[src/rtl/timer_pkg.sv]
// Shared definitions for the timer APB arbiter: FSM encoding, requester IDs,
// bus widths and the default access timeout.
package timer_pkg;

    localparam int APB_AW          = 12;
    localparam int APB_DW          = 32;
    localparam int APB_SW          = APB_DW / 8;
    localparam int TIMEOUT_DEFAULT = 16;
    localparam int NUM_RQ          = 2;

    localparam logic RQ_CPU = 1'b0;
    localparam logic RQ_DMA = 1'b1;

    typedef enum logic [1:0] {
        ST_IDLE,
        ST_SETUP,
        ST_ACCESS,
        ST_RESP
    } arb_state_t;

endpackage

[src/rtl/timer_rr_pick.sv]
// Two-way round-robin pick: a lone requester wins, a tie goes to the one
// not granted last time.
module timer_rr_pick
    import timer_pkg::*;
(
    input  logic [1:0] req,
    input  logic       last,
    output logic       grant,
    output logic       valid
);

    always_comb begin
        valid = |req;
        grant = RQ_CPU;
        if (req == 2'b11) begin
            grant = ~last;
        end else if (req[RQ_DMA]) begin
            grant = RQ_DMA;
        end
    end

endmodule

[src/rtl/timer_apb_arb.sv]
// Arbitrates a CPU and a DMA requester onto one APB master port toward the
// timer block, with a bounded ACCESS phase and per-requester responses.
module timer_apb_arb
    import timer_pkg::*;
#(
    parameter int TIMEOUT = TIMEOUT_DEFAULT
)
(
    input  logic              sys_clk,
    input  logic              sys_rst,

    input  logic              rq0_req,
    input  logic              rq0_write,
    input  logic [APB_AW-1:0] rq0_addr,
    input  logic [APB_DW-1:0] rq0_wdata,
    input  logic [APB_SW-1:0] rq0_strb,
    output logic              rq0_done,
    output logic              rq0_err,
    output logic [APB_DW-1:0] rq0_rdata,

    input  logic              rq1_req,
    input  logic              rq1_write,
    input  logic [APB_AW-1:0] rq1_addr,
    input  logic [APB_DW-1:0] rq1_wdata,
    input  logic [APB_SW-1:0] rq1_strb,
    output logic              rq1_done,
    output logic              rq1_err,
    output logic [APB_DW-1:0] rq1_rdata,

    output logic              tim_psel,
    output logic              tim_penable,
    output logic              tim_pwrite,
    output logic [APB_AW-1:0] tim_paddr,
    output logic [APB_DW-1:0] tim_pwdata,
    output logic [APB_SW-1:0] tim_pstrb,
    input  logic              tim_pready,
    input  logic              tim_pslverr,
    input  logic [APB_DW-1:0] tim_prdata,

    output logic              busy
);

    localparam int CNT_W = 8;

    arb_state_t        state_reg, state_next;
    logic              last_reg, last_next;
    logic [CNT_W-1:0]  cnt_reg, cnt_next;
    logic              gnt_reg;
    logic              cmd_write_reg;
    logic [APB_AW-1:0] cmd_addr_reg;
    logic [APB_DW-1:0] cmd_wdata_reg;
    logic [APB_SW-1:0] cmd_strb_reg;
    logic              psel_reg, penable_reg;

    logic              latch_cmd;
    logic              finish;
    logic              finish_err;
    logic [APB_DW-1:0] finish_data;

    logic              pick_id;
    logic              pick_valid;

    logic [1:0]        req_vec;
    logic              write_arr [NUM_RQ];
    logic [APB_AW-1:0] addr_arr  [NUM_RQ];
    logic [APB_DW-1:0] wdata_arr [NUM_RQ];
    logic [APB_SW-1:0] strb_arr  [NUM_RQ];

    assign req_vec      = {rq1_req, rq0_req};
    assign write_arr[0] = rq0_write;
    assign write_arr[1] = rq1_write;
    assign addr_arr[0]  = rq0_addr;
    assign addr_arr[1]  = rq1_addr;
    assign wdata_arr[0] = rq0_wdata;
    assign wdata_arr[1] = rq1_wdata;
    assign strb_arr[0]  = rq0_strb;
    assign strb_arr[1]  = rq1_strb;

    timer_rr_pick u_pick (
        .req   (req_vec),
        .last  (last_reg),
        .grant (pick_id),
        .valid (pick_valid)
    );

    always_comb begin
        state_next  = state_reg;
        last_next   = last_reg;
        cnt_next    = cnt_reg;
        latch_cmd   = 1'b0;
        finish      = 1'b0;
        finish_err  = 1'b0;
        finish_data = '0;
        case (state_reg)
            ST_IDLE: begin
                if (pick_valid) begin
                    latch_cmd  = 1'b1;
                    state_next = ST_SETUP;
                end
            end
            ST_SETUP: begin
                cnt_next   = '0;
                state_next = ST_ACCESS;
            end
            ST_ACCESS: begin
                // A ready slave on the final allowed cycle still completes normally.
                if (tim_pready) begin
                    finish      = 1'b1;
                    finish_err  = tim_pslverr;
                    finish_data = cmd_write_reg ? '0 : tim_prdata;
                    state_next  = ST_RESP;
                end else if (cnt_reg == CNT_W'(TIMEOUT - 1)) begin
                    finish      = 1'b1;
                    finish_err  = 1'b1;
                    state_next  = ST_RESP;
                end else begin
                    cnt_next = cnt_reg + 1'b1;
                end
            end
            ST_RESP: begin
                last_next  = gnt_reg;
                state_next = ST_IDLE;
            end
            default: state_next = ST_IDLE;
        endcase
    end

    always_ff @(posedge sys_clk) begin
        if (sys_rst) begin
            state_reg     <= ST_IDLE;
            last_reg      <= 1'b1;
            cnt_reg       <= '0;
            gnt_reg       <= 1'b0;
            cmd_write_reg <= 1'b0;
            cmd_addr_reg  <= '0;
            cmd_wdata_reg <= '0;
            cmd_strb_reg  <= '0;
            psel_reg      <= 1'b0;
            penable_reg   <= 1'b0;
        end else begin
            state_reg   <= state_next;
            last_reg    <= last_next;
            cnt_reg     <= cnt_next;
            psel_reg    <= (state_next == ST_SETUP) || (state_next == ST_ACCESS);
            penable_reg <= (state_next == ST_ACCESS);
            if (latch_cmd) begin
                gnt_reg       <= pick_id;
                cmd_write_reg <= write_arr[pick_id];
                cmd_addr_reg  <= addr_arr[pick_id];
                cmd_wdata_reg <= wdata_arr[pick_id];
                cmd_strb_reg  <= strb_arr[pick_id];
            end
        end
    end

    // Response registers per requester; rdata/err hold until that requester's next done.
    genvar gi;
    generate
        for (gi = 0; gi < NUM_RQ; gi++) begin : g_rq
            localparam logic ID = 1'(gi);
            logic              done_reg;
            logic              err_reg;
            logic [APB_DW-1:0] rdata_reg;

            always_ff @(posedge sys_clk) begin
                if (sys_rst) begin
                    done_reg  <= 1'b0;
                    err_reg   <= 1'b0;
                    rdata_reg <= '0;
                end else begin
                    done_reg <= finish && (gnt_reg == ID);
                    if (finish && (gnt_reg == ID)) begin
                        err_reg   <= finish_err;
                        rdata_reg <= finish_data;
                    end
                end
            end
        end
    endgenerate

    assign rq0_done    = g_rq[0].done_reg;
    assign rq0_err     = g_rq[0].err_reg;
    assign rq0_rdata   = g_rq[0].rdata_reg;
    assign rq1_done    = g_rq[1].done_reg;
    assign rq1_err     = g_rq[1].err_reg;
    assign rq1_rdata   = g_rq[1].rdata_reg;

    assign tim_psel    = psel_reg;
    assign tim_penable = penable_reg;
    assign tim_pwrite  = cmd_write_reg;
    assign tim_paddr   = cmd_addr_reg;
    assign tim_pwdata  = cmd_wdata_reg;
    assign tim_pstrb   = cmd_strb_reg;
    assign busy        = (state_reg != ST_IDLE);

endmodule

[config.mk]
export PLATFORM = sky130hd
export DESIGN_NAME = timer_apb_arb
export DESIGN_NICKNAME = d
export VERILOG_FILES = /design/src/rtl/timer_pkg.sv /design/src/rtl/timer_rr_pick.sv /design/src/rtl/timer_apb_arb.sv
export SDC_FILE = /design/constraint.sdc
export NUM_CORES = 1
export LEC_CHECK = 0
export CAP_MARGIN = 0
export CORE_MARGIN = 3
export CORE_UTILIZATION = 30
export CTS_CLUSTER_DIAMETER = 200
export DETAILED_ROUTE_END_ITERATION = 8
export GPL_TIMING_DRIVEN = 0
export PLACE_DENSITY = 0.64
export SYNTH_ARGS = -nofsm -noshare
export SYNTH_HDL_FRONTEND = slang
export SYNTH_SLANG_ARGS = --single-unit
[constraint.sdc]
create_clock -name sys_clk -period 2.79 [get_ports sys_clk]
set_clock_uncertainty 0.05 [all_clocks]
set_input_delay 0.837 -clock sys_clk [delete_from_list [all_inputs] [get_ports sys_clk]]
set_output_delay 0.837 -clock sys_clk [all_outputs]
set_load 0.005 [all_outputs]
### Yosys cells after proc, flatten, opt, wreduce, memory -nomap -nowiden

Index checks and enable logic that the tools add are counted.

* bitwise logic cells: 3
* $lt $le $gt $ge: 1
* equal/unequal tests: 9
* multiplexer cells: 31
* add/sub/neg operators: 1
* reduce and logical (&&, ||, !) cells: 8

Operators with widths (count)
* $mux 32: 6
* $mux 12: 3
* $mux 8: 2
* $pmux 8 s2: 1
* $mux 1: 12
* $mux 4: 3
* $add 8x1->8 const B: 1
* $eq 2x2->1 const B: 4
* $eq 8x4->1 const B: 1
* $pmux 2 s4: 1
* $mux 2: 3
* $eq 2x1->1 const B: 2
* $ne 2x2->1 const B: 2
* $reduce_bool 2->1: 2
* $reduce_and 3->1: 1
* $ge 2x2->1 const B: 1
* $logic_and 1x1->1: 2
* $logic_not 2->1: 1
* $not 1->1: 2
* $not 1->2: 1
* $reduce_or 2->1: 1
* $logic_or 1x1->1: 1

* bits in registers: 131
* output and inout bits: 120
* bits of input ports: 136
* logic and storage cells: 69

### Longest topological paths before layout

* depth after elaboration: 6
* mapped depth: 8
* gate-level depth less buffers: 7

### Cells and area by module

A second synthesis with hierarchy kept.

* cells, all modules: 496
* area total of the unflattened synthesis: 5296.3 um^2

By module, submodules not included
* timer_apb_arb: instances 1, area an instance 5282.6 um^2, seq. area each 2622.5 um^2, cells an instance 494
* timer_rr_pick: instances 1, area an instance 13.8 um^2, seq. area each 0.0 um^2, cells an instance 2

### Worst setup path before layout

OpenSTA, ideal clock, no wires.

* path kind: input-to-reg
* start: in rq1_req
* end: reg cmd_addr_reg[10], in the netlist tim_paddr[10]
* data required time: 2603 ps
* slack: 781 ps
* cell stages on the path: 5
* arrival time: 1822 ps
* setup time: 137 ps
* path buffers: 2
* path through: nor2_1 nor2_1 clkbuf_1 buf_1 a211oi_1

* word-level cells in the longest chain between the ends: 6
* elaborated cells between the ends (all ways): 10
* classes of those cells: eq/ne (1); mux (7); bitwise (1); reduce/logical (1)

RTL lines
* start, declared: line timer_apb_arb.sv:21 `input logic rq1_req,`
* $eq 2x2->1 / $mux 1 (equally long branches): line timer_rr_pick.sv:15, timer_rr_pick.sv:17
* $mux 1: line timer_rr_pick.sv:15 `if (req == 2'b11) begin`
* $not 1->2 (implied by the code): line timer_apb_arb.sv:149 `cmd_addr_reg <= addr_arr[pick_id];`
* $mux 12 (implied by the code) (3 in a row): line timer_apb_arb.sv:149
* end signal, assigned: line timer_apb_arb.sv:149
* end, declared: line timer_apb_arb.sv:50 `logic [APB_AW-1:0] cmd_addr_reg;`

Several ways; a longest one is shown, not always the timed one. The select of a mux whose other input is x is not followed.
A chain may end at the register's enable or synchronous reset.

### Worst setup path in the final report

* start: reg state_reg[0]
* end: out busy

* word-level cells in the longest chain between the ends: 1

RTL lines
* start, declared: line timer_apb_arb.sv:45 `arb_state_t state_reg, state_next;`
* start signal, assigned: line timer_apb_arb.sv:141 `state_reg <= state_next;`
* $reduce_bool 2->1: line timer_apb_arb.sv:194 `assign busy = (state_reg != ST_IDLE);`
* end, declared: line timer_apb_arb.sv:40 `output logic busy`

No other way between the ends.

==> qor.txt <==
post-layout util - 50.61%
CTS root buffer - clkbuf_16
Antenna diodes - 0
CP startpoint - state_reg[0]
Tot Pwr - 6.201 mW
RSZ-0062 raised after global routing - no
sequential area share after synthesis - 49.33%
Std-Cell Rows - 48
MaxCap Viol Count - 0
most frequent cells in the layout - 254 x clkdlybuf4s50_1, 131 x dfxtp_1, 63 x a22o_1
Hold Path End - rq1_rdata[27]
DPL Wire Length - 13.11 mm
CTS tree - built
Detailed Routing Iterations Pass 1 - 6
Main synth FF type - dfxtp_1
Startpoint Class - flop
Crit. End Element - output pin
arrival time worst endpoint - 1800 ps
CTS Hold Bufs - 0
largest net degree at the start of global routing - 17
syn_area_per_cell - 10.83 um^2
Fmax - 0.3716 GHz
CP max stage delay - 530 ps
worst hold path type - flop to flop
reg-to-reg setup timing slack - 390 ps
Slew Limit Fails - 0
clock slew at reported path FFs - 60 ps
share of layout cells above drive strength 1 - 10.81%
Cells after Synth - 491
fin nets - 906
DR iter-0 viols - 136
Total Wirelength - 16.95 mm
fin crit period - 2691 ps
relative slew slack - 57.39%
placer congestion estimate - 0.8007
Pwr Density - 708.4 nW/um^2
Synth cell types - 44
Setup CP Type - flop to output pin
gr ovfl total - 0
core footprint - 17300 um^2
WHS Path Cells - 1
TritonCTS Buffers - 17
die height - 139.1 um
post-route setup slack - 99.04 ps
Worst EP required - 1900 ps
Hold Vio Cnt, Final - 0
Most Frequent Cell on Critical Path - inv_1
Critical R2R Capture - tim_pwdata[3]
WL/cell - 16.92 um
# setup viols final - 0
# clock sinks - 131
starting density of the core - 30.74%
CP Cell Sequence - inv_1 > ha_1 > inv_1 > clkdlybuf4s50_1
Hold WS - 422.6 ps
dpl ws - -464.1 ps
ys async rst share - 0%
EDFF count, synth - 0
CTS Buffer Depth - 2
commonest non-fill, non-tap cell in the layout - clkdlybuf4s50_1
area of the mapped netlist - 5316 um^2
via count - 4827
Leak - 3.335 nW
DRC viols - 0
Ports - 256
initial antenna violation count - 0
reg-to-reg startpoint - state_reg[0]
Final Cycle Share - 96.45%
FF+latch count, synth - 131
port bufs - 254
GRT Util Overall - 17.32%
Slew @ Worst Pin - 639.1 ps
chip width - 139.1 um
full die area - 19350 um^2
H-tree depth - 4
net count after synthesis - 633
vias in the first global route - 5034
worst-path fanout max - 4
Worst path slowest cell - clkdlybuf4s50_1
VDD IR max - 410.6 uV
Worst Reg-to-Reg Cells - 7
synth warn - 0
P&R area growth vs syn - 64.67%
first-pass GRT wire length - 26.97 mm
final antenna-violating net count - 0
Clock Latency Late Sink - 410 ps
Hold Crit Start - rq1_rdata[27]
vias per cell - 4.817
run status - completed
fill count - 1526
cells by family after synthesis:
| group | count (synthesis) | share of synthesized area [%] |
|---|---|---|
| AOI/OAI and AO/OA | 139 | 21.56 |
| xor gates and xnor gates | 2 | 0.3295 |
| buffers and inverters | 43 | 5.084 |
| muxes | 49 | 9.226 |
| DFF | 131 | 49.33 |
| and+or+nand+nor | 121 | 13.06 |
| adders and majority gates | 6 | 1.412 |
worst max-delay path: cells and delay by family (launching register included):
kind	cells	cell delay [ps]
flip-flops	1	390
buffers and inverters	3	750
adder cells (fa/ha/maj)	1	250
per-stage QoR:
step | instances | instance area, um^2 | setup TNS (ps)
3_3_place_gp | 970 | 8140 | -10660
6_report | 1002 | 8755 | 0
5_1_grt | 1002 | 8755 | 0
2_1_floorplan | 491 | 5316 | 0
3_5_place_dp | 970 | 8140 | -12620
4_1_cts | 1002 | 8755 | 0
synth_stat cells, types with 2 or more instances:
master / n / share of area [%]
dfxtp_1: 131 / 49
a22o_1: 63 / 10
nor2_1: 58 / 4.1
a211oi_1: 52 / 7.3
mux2i_1: 49 / 9.2
and2b_2: 28 / 4.6
clkbuf_1: 21 / 1.5
nor2b_1: 10 / 1.2
buf_6: 7 / 1.5
ha_1: 6 / 1.4
buf_2: 5 / 0.47
clkbuf_8: 5 / 1.3
nand3_1: 4 / 0.38
a21oi_1: 3 / 0.28
inv_1: 3 / 0.21
nand2_1: 3 / 0.21
nand2b_1: 3 / 0.35
nand4b_1: 3 / 0.49
o21ai_0: 3 / 0.28
a2bb2oi_1: 2 / 0.33
a31oi_1: 2 / 0.24
and2b_1: 2 / 0.28
and3_1: 2 / 0.24
buf_1: 2 / 0.14
nand4_1: 2 / 0.24
nor3b_1: 2 / 0.28
o211ai_1: 2 / 0.28
xor2_1: 2 / 0.33
power breakdown:
part	internal, mW	leakage, nW	switching [mW]	total [mW]
Combinational	0.901	1.97	0.742	1.64
Sequential	2.13	1.07	0.147	2.27
Clock	1.45	0.296	0.830	2.28
cell type report:
type	instances	area (um^2)	area share [%]
Clock buffer	20	456.7	5.217
Tap cell	225	281.5	3.216
Buffer	40	259.0	2.958
Sequential cell	131	2623	29.96
Inverter	3	11.26	0.1286
Timing Repair Buffer	254	2542	29.04
Multi-Input combinational cell	317	2426	27.71
Clock inverter	12	155.1	1.772
routing by layer:
layer | vias up | GRT usage [%] | wire, um
met5 | - | 0 | 0
met4 | 0 | 4.222 | 116
met3 | 9 | 6.966 | 1341
met2 | 210 | 29.46 | 8270
met1 | 2254 | 20.52 | 7221
li1 | 2354 | - | -
how the worst max path moves through the flow:
| stage | end | depth (start not counted) |
|---|---|---|
| finish | busy | 4 |
| global route | busy | 4 |
| CTS | busy | 4 |
| detailed placement | tim_pwdata[3] | 6 |
| global placement | tim_pstrb[1] | 6 |
| floorplan | tim_paddr[10] | 5 |
repair_timing:
item | in CTS | in global routing
pin swaps | 0 | 0
endpoints found under the setup margin | 8 | 1
setup buffers | 0 | 0
resized for setup | 1 | 1
Power figures use the tool's default switching activity.
